`config.mk`:
```
export PLATFORM = sky130hd
export DESIGN_NAME = slot_dispatcher_flat
export DESIGN_NICKNAME = d
export VERILOG_FILES = /design/src/rtl/slot_dispatcher_if.sv /design/src/rtl/slot_dispatcher.sv /design/src/flat_wrapper.sv
export SDC_FILE = /design/constraint.sdc
export NUM_CORES = 1
export LEC_CHECK = 0
export ABC_AREA = 1
export CORE_MARGIN = 5
export CORE_UTILIZATION = 30
export CTS_CLUSTER_SIZE = 25
export DETAILED_ROUTE_END_ITERATION = 16
export PLACE_DENSITY = 0.65
export SYNTH_ARGS = -nofsm -noshare
export SYNTH_HDL_FRONTEND = slang
export SYNTH_SLANG_ARGS = --single-unit
```
`constraint.sdc`:
```
create_clock -name clk -period 1.4 [get_ports clk]
set_input_delay 0.21 -clock clk [delete_from_list [all_inputs] [get_ports clk]]
set_output_delay 0.21 -clock clk [all_outputs]
set_load 0.01 [all_outputs]
```
`src/rtl/slot_dispatcher_if.sv`:
```
// Slot table, reconfiguration and DMA command bus seen by slot_dispatcher.
// The master modport is the dispatcher side and the slave modport is the environment side.
interface slot_dispatcher_if #(
  parameter int unsigned INDEX_WIDTH   = 2,
  parameter int unsigned ADDR_WIDTH    = 32,
  parameter int unsigned SIZE_WIDTH    = 26,
  parameter int unsigned STATUS_WIDTH  = 2,
  parameter int unsigned PROFILE_WIDTH = 4
);
  logic [INDEX_WIDTH-1:0]   rd_index;
  logic [ADDR_WIDTH-1:0]    rd_addr;
  logic [SIZE_WIDTH-1:0]    rd_size;
  logic [STATUS_WIDTH-1:0]  rd_status;
  logic [PROFILE_WIDTH-1:0] rd_profile;

  logic [INDEX_WIDTH-1:0]   wr_index;
  logic [STATUS_WIDTH-1:0]  wr_status;
  logic                     wr_set_status;

  logic                     rcfg_req;
  logic [PROFILE_WIDTH-1:0] rcfg_profile;
  logic                     rcfg_ack;

  logic                     cmd_valid;
  logic                     cmd_ready;
  logic [ADDR_WIDTH-1:0]    cmd_addr;
  logic [SIZE_WIDTH-1:0]    cmd_size;
  logic                     cmd_done;
  logic                     cmd_err;

  modport master (
    output rd_index,
    input  rd_addr, rd_size, rd_status, rd_profile,
    output wr_index, wr_status, wr_set_status,
    output rcfg_req, rcfg_profile,
    input  rcfg_ack,
    output cmd_valid, cmd_addr, cmd_size,
    input  cmd_ready, cmd_done, cmd_err
  );

  modport slave (
    input  rd_index,
    output rd_addr, rd_size, rd_status, rd_profile,
    input  wr_index, wr_status, wr_set_status,
    input  rcfg_req, rcfg_profile,
    output rcfg_ack,
    input  cmd_valid, cmd_addr, cmd_size,
    output cmd_ready, cmd_done, cmd_err
  );
endinterface

```
`src/rtl/slot_dispatcher.sv`:
```
// Walks the slot table, reconfigures on profile change, dispatches one DMA command per
// PENDING slot and writes back DONE/ERROR. Define SLOT_DISP_LOOP_EN for continuous passes with stop.
module slot_dispatcher #(
  parameter int unsigned INDEX_WIDTH   = 2,
  parameter int unsigned ADDR_WIDTH    = 32,
  parameter int unsigned SIZE_WIDTH    = 26,
  parameter int unsigned STATUS_WIDTH  = 2,
  parameter int unsigned PROFILE_WIDTH = 4
) (
  input  logic clk,
  input  logic reset,
  input  logic start,
`ifdef SLOT_DISP_LOOP_EN
  input  logic stop,
`endif
  output logic busy,
  output logic pass_done,
  slot_dispatcher_if.master bus
);

  typedef enum logic [3:0] {
    S_IDLE, S_READ, S_CHECK, S_RCFG, S_CMD, S_WAIT, S_WB, S_NEXT, S_DONE
  } state_e;

  localparam logic [INDEX_WIDTH-1:0]  LAST_IDX   = {INDEX_WIDTH{1'b1}};
  localparam logic [STATUS_WIDTH-1:0] ST_PENDING = STATUS_WIDTH'(1);
  localparam logic [STATUS_WIDTH-1:0] ST_DONE    = STATUS_WIDTH'(2);
  localparam logic [STATUS_WIDTH-1:0] ST_ERROR   = STATUS_WIDTH'(3);

  state_e                   state_q, state_d;
  logic [INDEX_WIDTH-1:0]   cnt_q, cnt_d;
  logic [ADDR_WIDTH-1:0]    addr_q, addr_d;
  logic [SIZE_WIDTH-1:0]    size_q, size_d;
  logic [PROFILE_WIDTH-1:0] prof_q, prof_d;
  logic [PROFILE_WIDTH-1:0] ld_prof_q, ld_prof_d;
  logic                     ld_vld_q, ld_vld_d;
  logic [INDEX_WIDTH-1:0]   wr_index_q, wr_index_d;
  logic [STATUS_WIDTH-1:0]  wr_status_q, wr_status_d;
  logic                     busy_q, busy_d;
  logic                     pass_done_q, pass_done_d;
  logic                     rcfg_req_q, rcfg_req_d;
  logic                     cmd_valid_q, cmd_valid_d;
  logic                     wr_set_q, wr_set_d;
`ifdef SLOT_DISP_LOOP_EN
  logic                     stop_seen_q, stop_seen_d;
  logic                     wrap_c;
`endif

  // State, datapath and registered outputs
  always_ff @(posedge clk or negedge reset) begin
    if (!reset) begin
      state_q     <= S_IDLE;
      cnt_q       <= '0;
      addr_q      <= '0;
      size_q      <= '0;
      prof_q      <= '0;
      ld_prof_q   <= '0;
      ld_vld_q    <= 1'b0;
      wr_index_q  <= '0;
      wr_status_q <= '0;
      busy_q      <= 1'b0;
      pass_done_q <= 1'b0;
      rcfg_req_q  <= 1'b0;
      cmd_valid_q <= 1'b0;
      wr_set_q    <= 1'b0;
`ifdef SLOT_DISP_LOOP_EN
      stop_seen_q <= 1'b0;
`endif
    end else begin
      state_q     <= state_d;
      cnt_q       <= cnt_d;
      addr_q      <= addr_d;
      size_q      <= size_d;
      prof_q      <= prof_d;
      ld_prof_q   <= ld_prof_d;
      ld_vld_q    <= ld_vld_d;
      wr_index_q  <= wr_index_d;
      wr_status_q <= wr_status_d;
      busy_q      <= busy_d;
      pass_done_q <= pass_done_d;
      rcfg_req_q  <= rcfg_req_d;
      cmd_valid_q <= cmd_valid_d;
      wr_set_q    <= wr_set_d;
`ifdef SLOT_DISP_LOOP_EN
      stop_seen_q <= stop_seen_d;
`endif
    end
  end

  // Next state and datapath updates
  always_comb begin
    state_d     = state_q;
    cnt_d       = cnt_q;
    addr_d      = addr_q;
    size_d      = size_q;
    prof_d      = prof_q;
    ld_prof_d   = ld_prof_q;
    ld_vld_d    = ld_vld_q;
    wr_index_d  = wr_index_q;
    wr_status_d = wr_status_q;
`ifdef SLOT_DISP_LOOP_EN
    stop_seen_d = stop_seen_q | (stop & (state_q != S_IDLE));
    wrap_c      = 1'b0;
`endif
    unique case (state_q)
      S_IDLE: begin
        if (start) begin
          state_d = S_READ;
          cnt_d   = '0;
`ifdef SLOT_DISP_LOOP_EN
          stop_seen_d = stop;
`endif
        end
      end
      S_READ: begin
        addr_d  = bus.rd_addr;
        size_d  = bus.rd_size;
        prof_d  = bus.rd_profile;
        state_d = (bus.rd_status == ST_PENDING) ? S_CHECK : S_NEXT;
      end
      S_CHECK: begin
        state_d = (ld_vld_q && (ld_prof_q == prof_q)) ? S_CMD : S_RCFG;
      end
      S_RCFG: begin
        if (bus.rcfg_ack) begin
          ld_prof_d = prof_q;
          ld_vld_d  = 1'b1;
          state_d   = S_CMD;
        end
      end
      S_CMD: begin
        if (bus.cmd_ready) state_d = S_WAIT;
      end
      S_WAIT: begin
        if (bus.cmd_done) begin
          wr_status_d = bus.cmd_err ? ST_ERROR : ST_DONE;
          wr_index_d  = cnt_q;
          state_d     = S_WB;
        end
      end
      S_WB: state_d = S_NEXT;
      S_NEXT: begin
        if (cnt_q == LAST_IDX) begin
`ifdef SLOT_DISP_LOOP_EN
          // Keep sweeping until stop has been observed during the run
          if (stop_seen_q || stop) begin
            state_d = S_DONE;
          end else begin
            cnt_d   = '0;
            wrap_c  = 1'b1;
            state_d = S_READ;
          end
`else
          state_d = S_DONE;
`endif
        end else begin
          cnt_d   = cnt_q + INDEX_WIDTH'(1);
          state_d = S_READ;
        end
      end
      S_DONE:  state_d = S_IDLE;
      default: state_d = S_IDLE;
    endcase
  end

  // Outputs registered from the state being entered
  always_comb begin
    busy_d      = (state_d != S_IDLE);
    pass_done_d = (state_d == S_DONE);
`ifdef SLOT_DISP_LOOP_EN
    pass_done_d = pass_done_d | wrap_c;
`endif
    rcfg_req_d  = (state_d == S_RCFG);
    cmd_valid_d = (state_d == S_CMD);
    wr_set_d    = (state_d == S_WB);
  end

  assign busy              = busy_q;
  assign pass_done         = pass_done_q;
  assign bus.rd_index      = cnt_q;
  assign bus.wr_index      = wr_index_q;
  assign bus.wr_status     = wr_status_q;
  assign bus.wr_set_status = wr_set_q;
  assign bus.rcfg_req      = rcfg_req_q;
  assign bus.rcfg_profile  = prof_q;
  assign bus.cmd_valid     = cmd_valid_q;
  assign bus.cmd_addr      = addr_q;
  assign bus.cmd_size      = size_q;

endmodule

```
`src/flat_wrapper.sv`:
```
// flat-port wrapper written by rule: the top's interface ports become plain ports
module slot_dispatcher_flat 
#(
  parameter int unsigned INDEX_WIDTH   = 2,
  parameter int unsigned ADDR_WIDTH    = 32,
  parameter int unsigned SIZE_WIDTH    = 26,
  parameter int unsigned STATUS_WIDTH  = 2,
  parameter int unsigned PROFILE_WIDTH = 4
)
  (clk, reset, start, busy, pass_done, bus_rd_index, bus_rd_addr, bus_rd_size, bus_rd_status, bus_rd_profile, bus_wr_index, bus_wr_status, bus_wr_set_status, bus_rcfg_req, bus_rcfg_profile, bus_rcfg_ack, bus_cmd_valid, bus_cmd_addr, bus_cmd_size, bus_cmd_ready, bus_cmd_done, bus_cmd_err);
  slot_dispatcher_if #(.INDEX_WIDTH(INDEX_WIDTH), .ADDR_WIDTH(ADDR_WIDTH), .SIZE_WIDTH(SIZE_WIDTH), .STATUS_WIDTH(STATUS_WIDTH), .PROFILE_WIDTH(PROFILE_WIDTH)) bus_i ();
  input  logic clk;
  input  logic reset;
  input  logic start;
  output logic busy;
  output logic pass_done;
  output wire logic [$bits(bus_i.rd_index)-1:0] bus_rd_index;
  input wire logic [$bits(bus_i.rd_addr)-1:0] bus_rd_addr;
  input wire logic [$bits(bus_i.rd_size)-1:0] bus_rd_size;
  input wire logic [$bits(bus_i.rd_status)-1:0] bus_rd_status;
  input wire logic [$bits(bus_i.rd_profile)-1:0] bus_rd_profile;
  output wire logic [$bits(bus_i.wr_index)-1:0] bus_wr_index;
  output wire logic [$bits(bus_i.wr_status)-1:0] bus_wr_status;
  output wire logic [$bits(bus_i.wr_set_status)-1:0] bus_wr_set_status;
  output wire logic [$bits(bus_i.rcfg_req)-1:0] bus_rcfg_req;
  output wire logic [$bits(bus_i.rcfg_profile)-1:0] bus_rcfg_profile;
  input wire logic [$bits(bus_i.rcfg_ack)-1:0] bus_rcfg_ack;
  output wire logic [$bits(bus_i.cmd_valid)-1:0] bus_cmd_valid;
  output wire logic [$bits(bus_i.cmd_addr)-1:0] bus_cmd_addr;
  output wire logic [$bits(bus_i.cmd_size)-1:0] bus_cmd_size;
  input wire logic [$bits(bus_i.cmd_ready)-1:0] bus_cmd_ready;
  input wire logic [$bits(bus_i.cmd_done)-1:0] bus_cmd_done;
  input wire logic [$bits(bus_i.cmd_err)-1:0] bus_cmd_err;
  assign bus_rd_index = bus_i.rd_index;
  assign bus_i.rd_addr = bus_rd_addr;
  assign bus_i.rd_size = bus_rd_size;
  assign bus_i.rd_status = bus_rd_status;
  assign bus_i.rd_profile = bus_rd_profile;
  assign bus_wr_index = bus_i.wr_index;
  assign bus_wr_status = bus_i.wr_status;
  assign bus_wr_set_status = bus_i.wr_set_status;
  assign bus_rcfg_req = bus_i.rcfg_req;
  assign bus_rcfg_profile = bus_i.rcfg_profile;
  assign bus_i.rcfg_ack = bus_rcfg_ack;
  assign bus_cmd_valid = bus_i.cmd_valid;
  assign bus_cmd_addr = bus_i.cmd_addr;
  assign bus_cmd_size = bus_i.cmd_size;
  assign bus_i.cmd_ready = bus_cmd_ready;
  assign bus_i.cmd_done = bus_cmd_done;
  assign bus_i.cmd_err = bus_cmd_err;
  slot_dispatcher #(.INDEX_WIDTH(INDEX_WIDTH), .ADDR_WIDTH(ADDR_WIDTH), .SIZE_WIDTH(SIZE_WIDTH), .STATUS_WIDTH(STATUS_WIDTH), .PROFILE_WIDTH(PROFILE_WIDTH)) u_core (.clk(clk), .reset(reset), .start(start), .busy(busy), .pass_done(pass_done), .bus(bus_i));
endmodule
```
Yosys cells after proc, flatten, opt, wreduce, memory -nomap -nowiden
Cells that the tools add are included.
{ "word_totals": {"reg_bits": 82, "out_inout_bits": 73, "word_cells": 50} }
{ "classes": {"add_sub_neg": 1, "eq_ne": 16, "muxes": 12, "n_reduce_logical": 7} }
{ "ops": {"columns": ["cell", "n"], "rows": [
  ["$pmux 4 s8", 1],
  ["$eq 4x3->1 const B", 6],
  ["$mux 4", 5],
  ["$eq 4x2->1 const B", 3],
  ["$mux 3", 2],
  ["$eq 4x1->1 const B", 1],
  ["$eq 4x4->1", 1],
  ["$eq 4x4->1 const B", 1],
  ["$logic_not 4->1", 1],
  ["$mux 2", 2],
  ["$ne 2x2->1 const B", 2],
  ["$pmux 2 s2", 1],
  ["$reduce_and 2->1", 2],
  ["$reduce_bool 4->1", 1],
  ["$reduce_and 3->1", 1],
  ["$add 2x1->2 const B", 1],
  ["$eq 2x1->1 const B", 1],
  ["$eq 2x2->1 const B", 1],
  ["$reduce_bool 2->1", 1],
  ["$logic_and 1x1->1", 1],
  ["$mux 1", 1]
]} }

Longest topological paths before layout
Gate-level depths: netlist of the first run.
{ "logic_depth": {"depth_word": 5, "mapped_depth": 11, "depth_no_buf": 11} }

Worst setup path before layout of the first run
Ideal clock, no wire load.
{ "synth_path": {"path_kind": "register to register", "startpoint": "register u_core.state_q[3]", "endpoint": "register u_core.addr_q[0] (netlist: u_core.bus.cmd_addr[0])", "arrival_ns": 1.207, "setup_slack_ns": 0.067, "path_stages_with_launch": 6, "path_buffers": 2, "cell_sequence": "dfrtp_1 nor2_4 nand2_1 buf_6 buf_6 mux2_4"} }
{ "synth_between": {"elab_chain_len": 1} }
{ "synth_rtl": {"columns": ["element", "line_no", "source"], "rows": [
  ["start: declaration", "slot_dispatcher.sv:30", "state_e state_q, state_d;"],
  ["start signal: assignment", "slot_dispatcher.sv:70", "state_q <= state_d;"],
  ["$eq 4x1->1", "slot_dispatcher.sv:105", "unique case (state_q)"],
  ["end signal: assignment", "slot_dispatcher.sv:72", "addr_q <= addr_d;"],
  ["end: declaration", "slot_dispatcher.sv:32", "logic [ADDR_WIDTH-1:0] addr_q, addr_d;"]
]} }
Every way passes these cells.
A chain may end at the register's enable or synchronous reset.

Worst setup path after layout of the first run
{ "layout_path": {"startpoint": "register u_core.state_q[0]", "endpoint": "register u_core.addr_q[25] (netlist: u_core.bus.cmd_addr[25])"} }
The elaborated chain is that of the path after synthesis.

==> impl_metrics.csv, run 1 <==
group,metric,value,unit
routing,drcViolationCount,0,
setup_path,rr_worst_depth,5,
setup_path,reg_to_reg_slack_setup,-0.04,ns
timing,finalHoldViolations,0,
pwr,switching_share,33.06,%
run_status,outcome,"complete, but fails checks",
run_status,violations,"setup timing",
global_routing,globalRouteTotalUtil,12.41,%
place,hpwl,6357,um
timing,max_clock_freq,696.2,MHz
global_routing,largest_net_degree_at_the_start_of_global_routing,37,
timing,fin_crit_share,102.6,%
logic_synthesis,synth_warnings,0,
cts,cts-htree-levels,3,
min_path,holdCritPathClass,"in2async",
pwr,pwr_density_cell,2293,mW/mm^2
place,gp_routability_congestion,0.8626,
setup_path,worst-endpoint-required,1.61,ns
setup_path,worstSetupStartpointType,"flip-flop",
final_layout,layout-area-overhead-vs-synth,58.73,%
global_routing,grt_pass1_vias,2606,
floorplanning,pin_count,144,
cts,number_of_clock_buffers_inserted_by_tritoncts,9,
timing,timing.final.setup_violations,25,
timing,worst_slew_pin_slew,0.4013,ns
floorplanning,core_region_area,0.01137,mm^2
cts,clockBufferDepth,2,
final_layout,nNetsFinal,490,
floorplanning,start_util,30.37,%
floorplanning,die_height,117.3,um
logic_synthesis,yosys_register_bits,82,
pwr,seq_power_share,33.3,%
pwr,switching_power,4.155,mW
setup_path,critical_path_arrival,1.65,ns
logic_synthesis,sequential_fraction_of_the_synthesis_area,59.42,%
cts,root_buffer,"sky130_fd_sc_hd__clkbuf_16",
setup_path,criticalPathCategory,"reg2reg",
global_routing,grt.overflow.total,0,
timing,timing.setup.tns,-0.5072,ns
place,placed_cell_count,544,
logic_synthesis,synthesis.area_per_instance,13.60,um^2
pwr,peakVddDrop,0.001042,V
timing,timing.final.crit_period,1.436,ns
routing,vias,2451,
routing,viasPerCell,4.330,
setup_path,reg2reg_to,"u_core.bus.cmd_addr[25]",
final_layout,diodes,0,
final_layout,layout.cells.most_common_list,"sky130_fd_sc_hd__dfrtp_1 (81), sky130_fd_sc_hd__dlygate4sd2_1 (73), sky130_fd_sc_hd__clkdlybuf4s50_1 (69), sky130_fd_sc_hd__mux2_4 (54), sky130_fd_sc_hd__nand2_1 (29)",
final_layout,final_layout_size_suffix_gt1_share,25.53,%
timing,whs,0.3453,ns
place,count_of_buffers_from_port_buffering,143,
logic_synthesis,syn_inst,254,
floorplanning,dieArea,0.01376,mm^2
routing,drt-wirelength-per-cell,15.26,um
logic_synthesis,netlist_area,0.003453,mm^2
routing,routed_wirelength,8636,um
cts,worst_setup_hold_path_clk_slew,0.06,ns
cts,worstSkewPairLatency,0.33,ns
pwr,pwr-share-comb,48.6,%
setup_path,timing.critical_path.to_type,"flip-flop",
timing,final_critical_path_setup_slack,-0.03639,ns
floorplanning,die-width,117.3,um
routing,drt_iter0_markers,112,
timing,worst_slew_margin_rel,73.25,%
job,drv.max_cap_violation_count,0,
timing,finalClockSkew,0.005826,ns
logic_synthesis,syn_nets,326,
floorplanning,std_cell_rows,39,
global_routing,initial_antenna_violation_count,0,
setup_path,cp_max_fo,29,
logic_synthesis,synth_cell_types,21,
timing,grt_setup_unrepaired,"true",
final_layout,layout.cells.most_common,"sky130_fd_sc_hd__dfrtp_1",
global_routing,global_route_wire_length_before_repair,13050,um
final_layout,final_cells,566,
pwr,power.clock.fraction,18.1,%
timing,slew_viol_final,0,
pwr,p_int,8.413,mW
routing,drtPass1Iterations,6,
pwr,static_power_due_to_leakage,2.741,nW
cts,tritoncts_num_sinks,82,
cts,tritoncts,"built",
setup_path,regToRegStartpoint,"u_core.state_q[0]",
routing,final_antenna_net_count,0,
[critical path, stage by stage (launching register included)]
cell                      delay [ns]
sky130_fd_sc_hd__dfrtp_1        0.42
sky130_fd_sc_hd__inv_2          0.07
sky130_fd_sc_hd__nor2_4         0.14
sky130_fd_sc_hd__nand2_4        0.12
sky130_fd_sc_hd__buf_16         0.21
sky130_fd_sc_hd__mux2_1         0.34
[cell usage after synthesis, drive strengths merged]
master	n	share of area [%]
a21oi	3	0.43
buf	7	2.1
dfrtp	82	59
ha	1	0.36
inv	24	2.6
mux2	61	25
nand2	34	3.8
nand3	11	1.6
nand4	2	0.36
nor2	18	2.7
nor3	2	0.29
o21ai	6	0.87
or2	2	0.36
xnor2	1	0.25
[metrics by stage]
step / total power [mW] / setup WS [ns] / area [um^2] / utilization, %
6_report: 12.57 / -0.03639 / 5482 / 48.21
3_3_place_gp: 10.46 / -0.06269 / 5129 / 45.11
2_1_floorplan: 7.639 / 0.06749 / 3453 / -
4_1_cts: 12.33 / 0.002749 / 5361 / 47.16
3_5_place_dp: 10.62 / -0.08055 / 5129 / 45.11
5_1_grt: 13.42 / -0.09722 / 5482 / 48.21
[power by group through the flow]
stage | Sequential (mW) | Combinational (mW) | Clock, mW
after global routing | 4.34 | 6.62 | 2.46
after detailed placement | 4.26 | 6.36 | 0
after CTS | 4.20 | 5.78 | 2.35
after global placement | 4.21 | 6.25 | 0
final | 4.19 | 6.11 | 2.27
after floorplan | 4.66 | 2.97 | 0
[worst max-delay path by stage]
stage,from,to,slack [ns],cells after the start
after global routing,u_core.state_q[0],u_core.bus.cmd_addr[25],-0.1,5
after floorplan,u_core.state_q[3],u_core.bus.cmd_addr[0],0.07,5
final,u_core.state_q[0],u_core.bus.cmd_addr[25],-0.04,5
after CTS,u_core.state_q[2],u_core.bus.cmd_size[2],0.003,4
after global placement,bus_rd_status[0],u_core.busy,-0.06,10
after detailed placement,bus_rd_status[0],u_core.busy,-0.08,10
[layout make-up]
class	count	area, um^2
flip-flops and latches	82	2053
fillers	1049	5888
multi-input cells	141	1321
repair buffers	160	1550
clock buffers	11	232.7
clock inverters	5	55.05
well taps	143	178.9
inverters	24	90.09
[kinds of logic (layout without fill, tap and decap cells)]
group | after synthesis | after routing | share of synthesized area, %
buffers and inverters | 31 | 200 | 4.710
DFF | 82 | 82 | 59.42
xor gates and xnor gates | 1 | 1 | 0.2537
muxes | 61 | 61 | 24.89
AOI/OAI and AO/OA | 9 | 9 | 1.304
and+or+nand+nor | 69 | 69 | 9.058
adders and majority gates | 1 | 1 | 0.3623
[registers in the layout, summed over array words and instances (netlist names), 2 cells and up]
name / count
u_core.bus.rd_index: 2
u_core.bus.wr_status: 2
u_core.state_q: 4
u_core.bus.cmd_addr: 32
u_core.ld_prof_q: 4
u_core.bus.wr_index: 2
u_core.bus.cmd_size: 26
u_core.bus.rcfg_profile: 4
[metal layers]
metal	global-route usage [%]	up-vias	wire [um]
li1	-	1164	-
met1	15.16	1169	3682
met2	20.51	106	4069
met3	4.319	12	763
met4	4.128	0	120
met5	0	-	0
[repair_timing]
item	CTS	global route
gates cloned	0	1
gates resized for setup	79	20
setup endpoints to repair	76	66
hold endpoints to repair	26	0
buffers inserted	0	4
pin swaps	1	1
hold buffers	1	0
Power figures use the tool's default switching activity.
==> inputs of run 2 (changes only) <==
Settings changed: CTS_CLUSTER_DIAMETER from default to 100.
==> results of run 2 <==
Same layout as run 1: the final DEF is identical, and so are final timing and power.
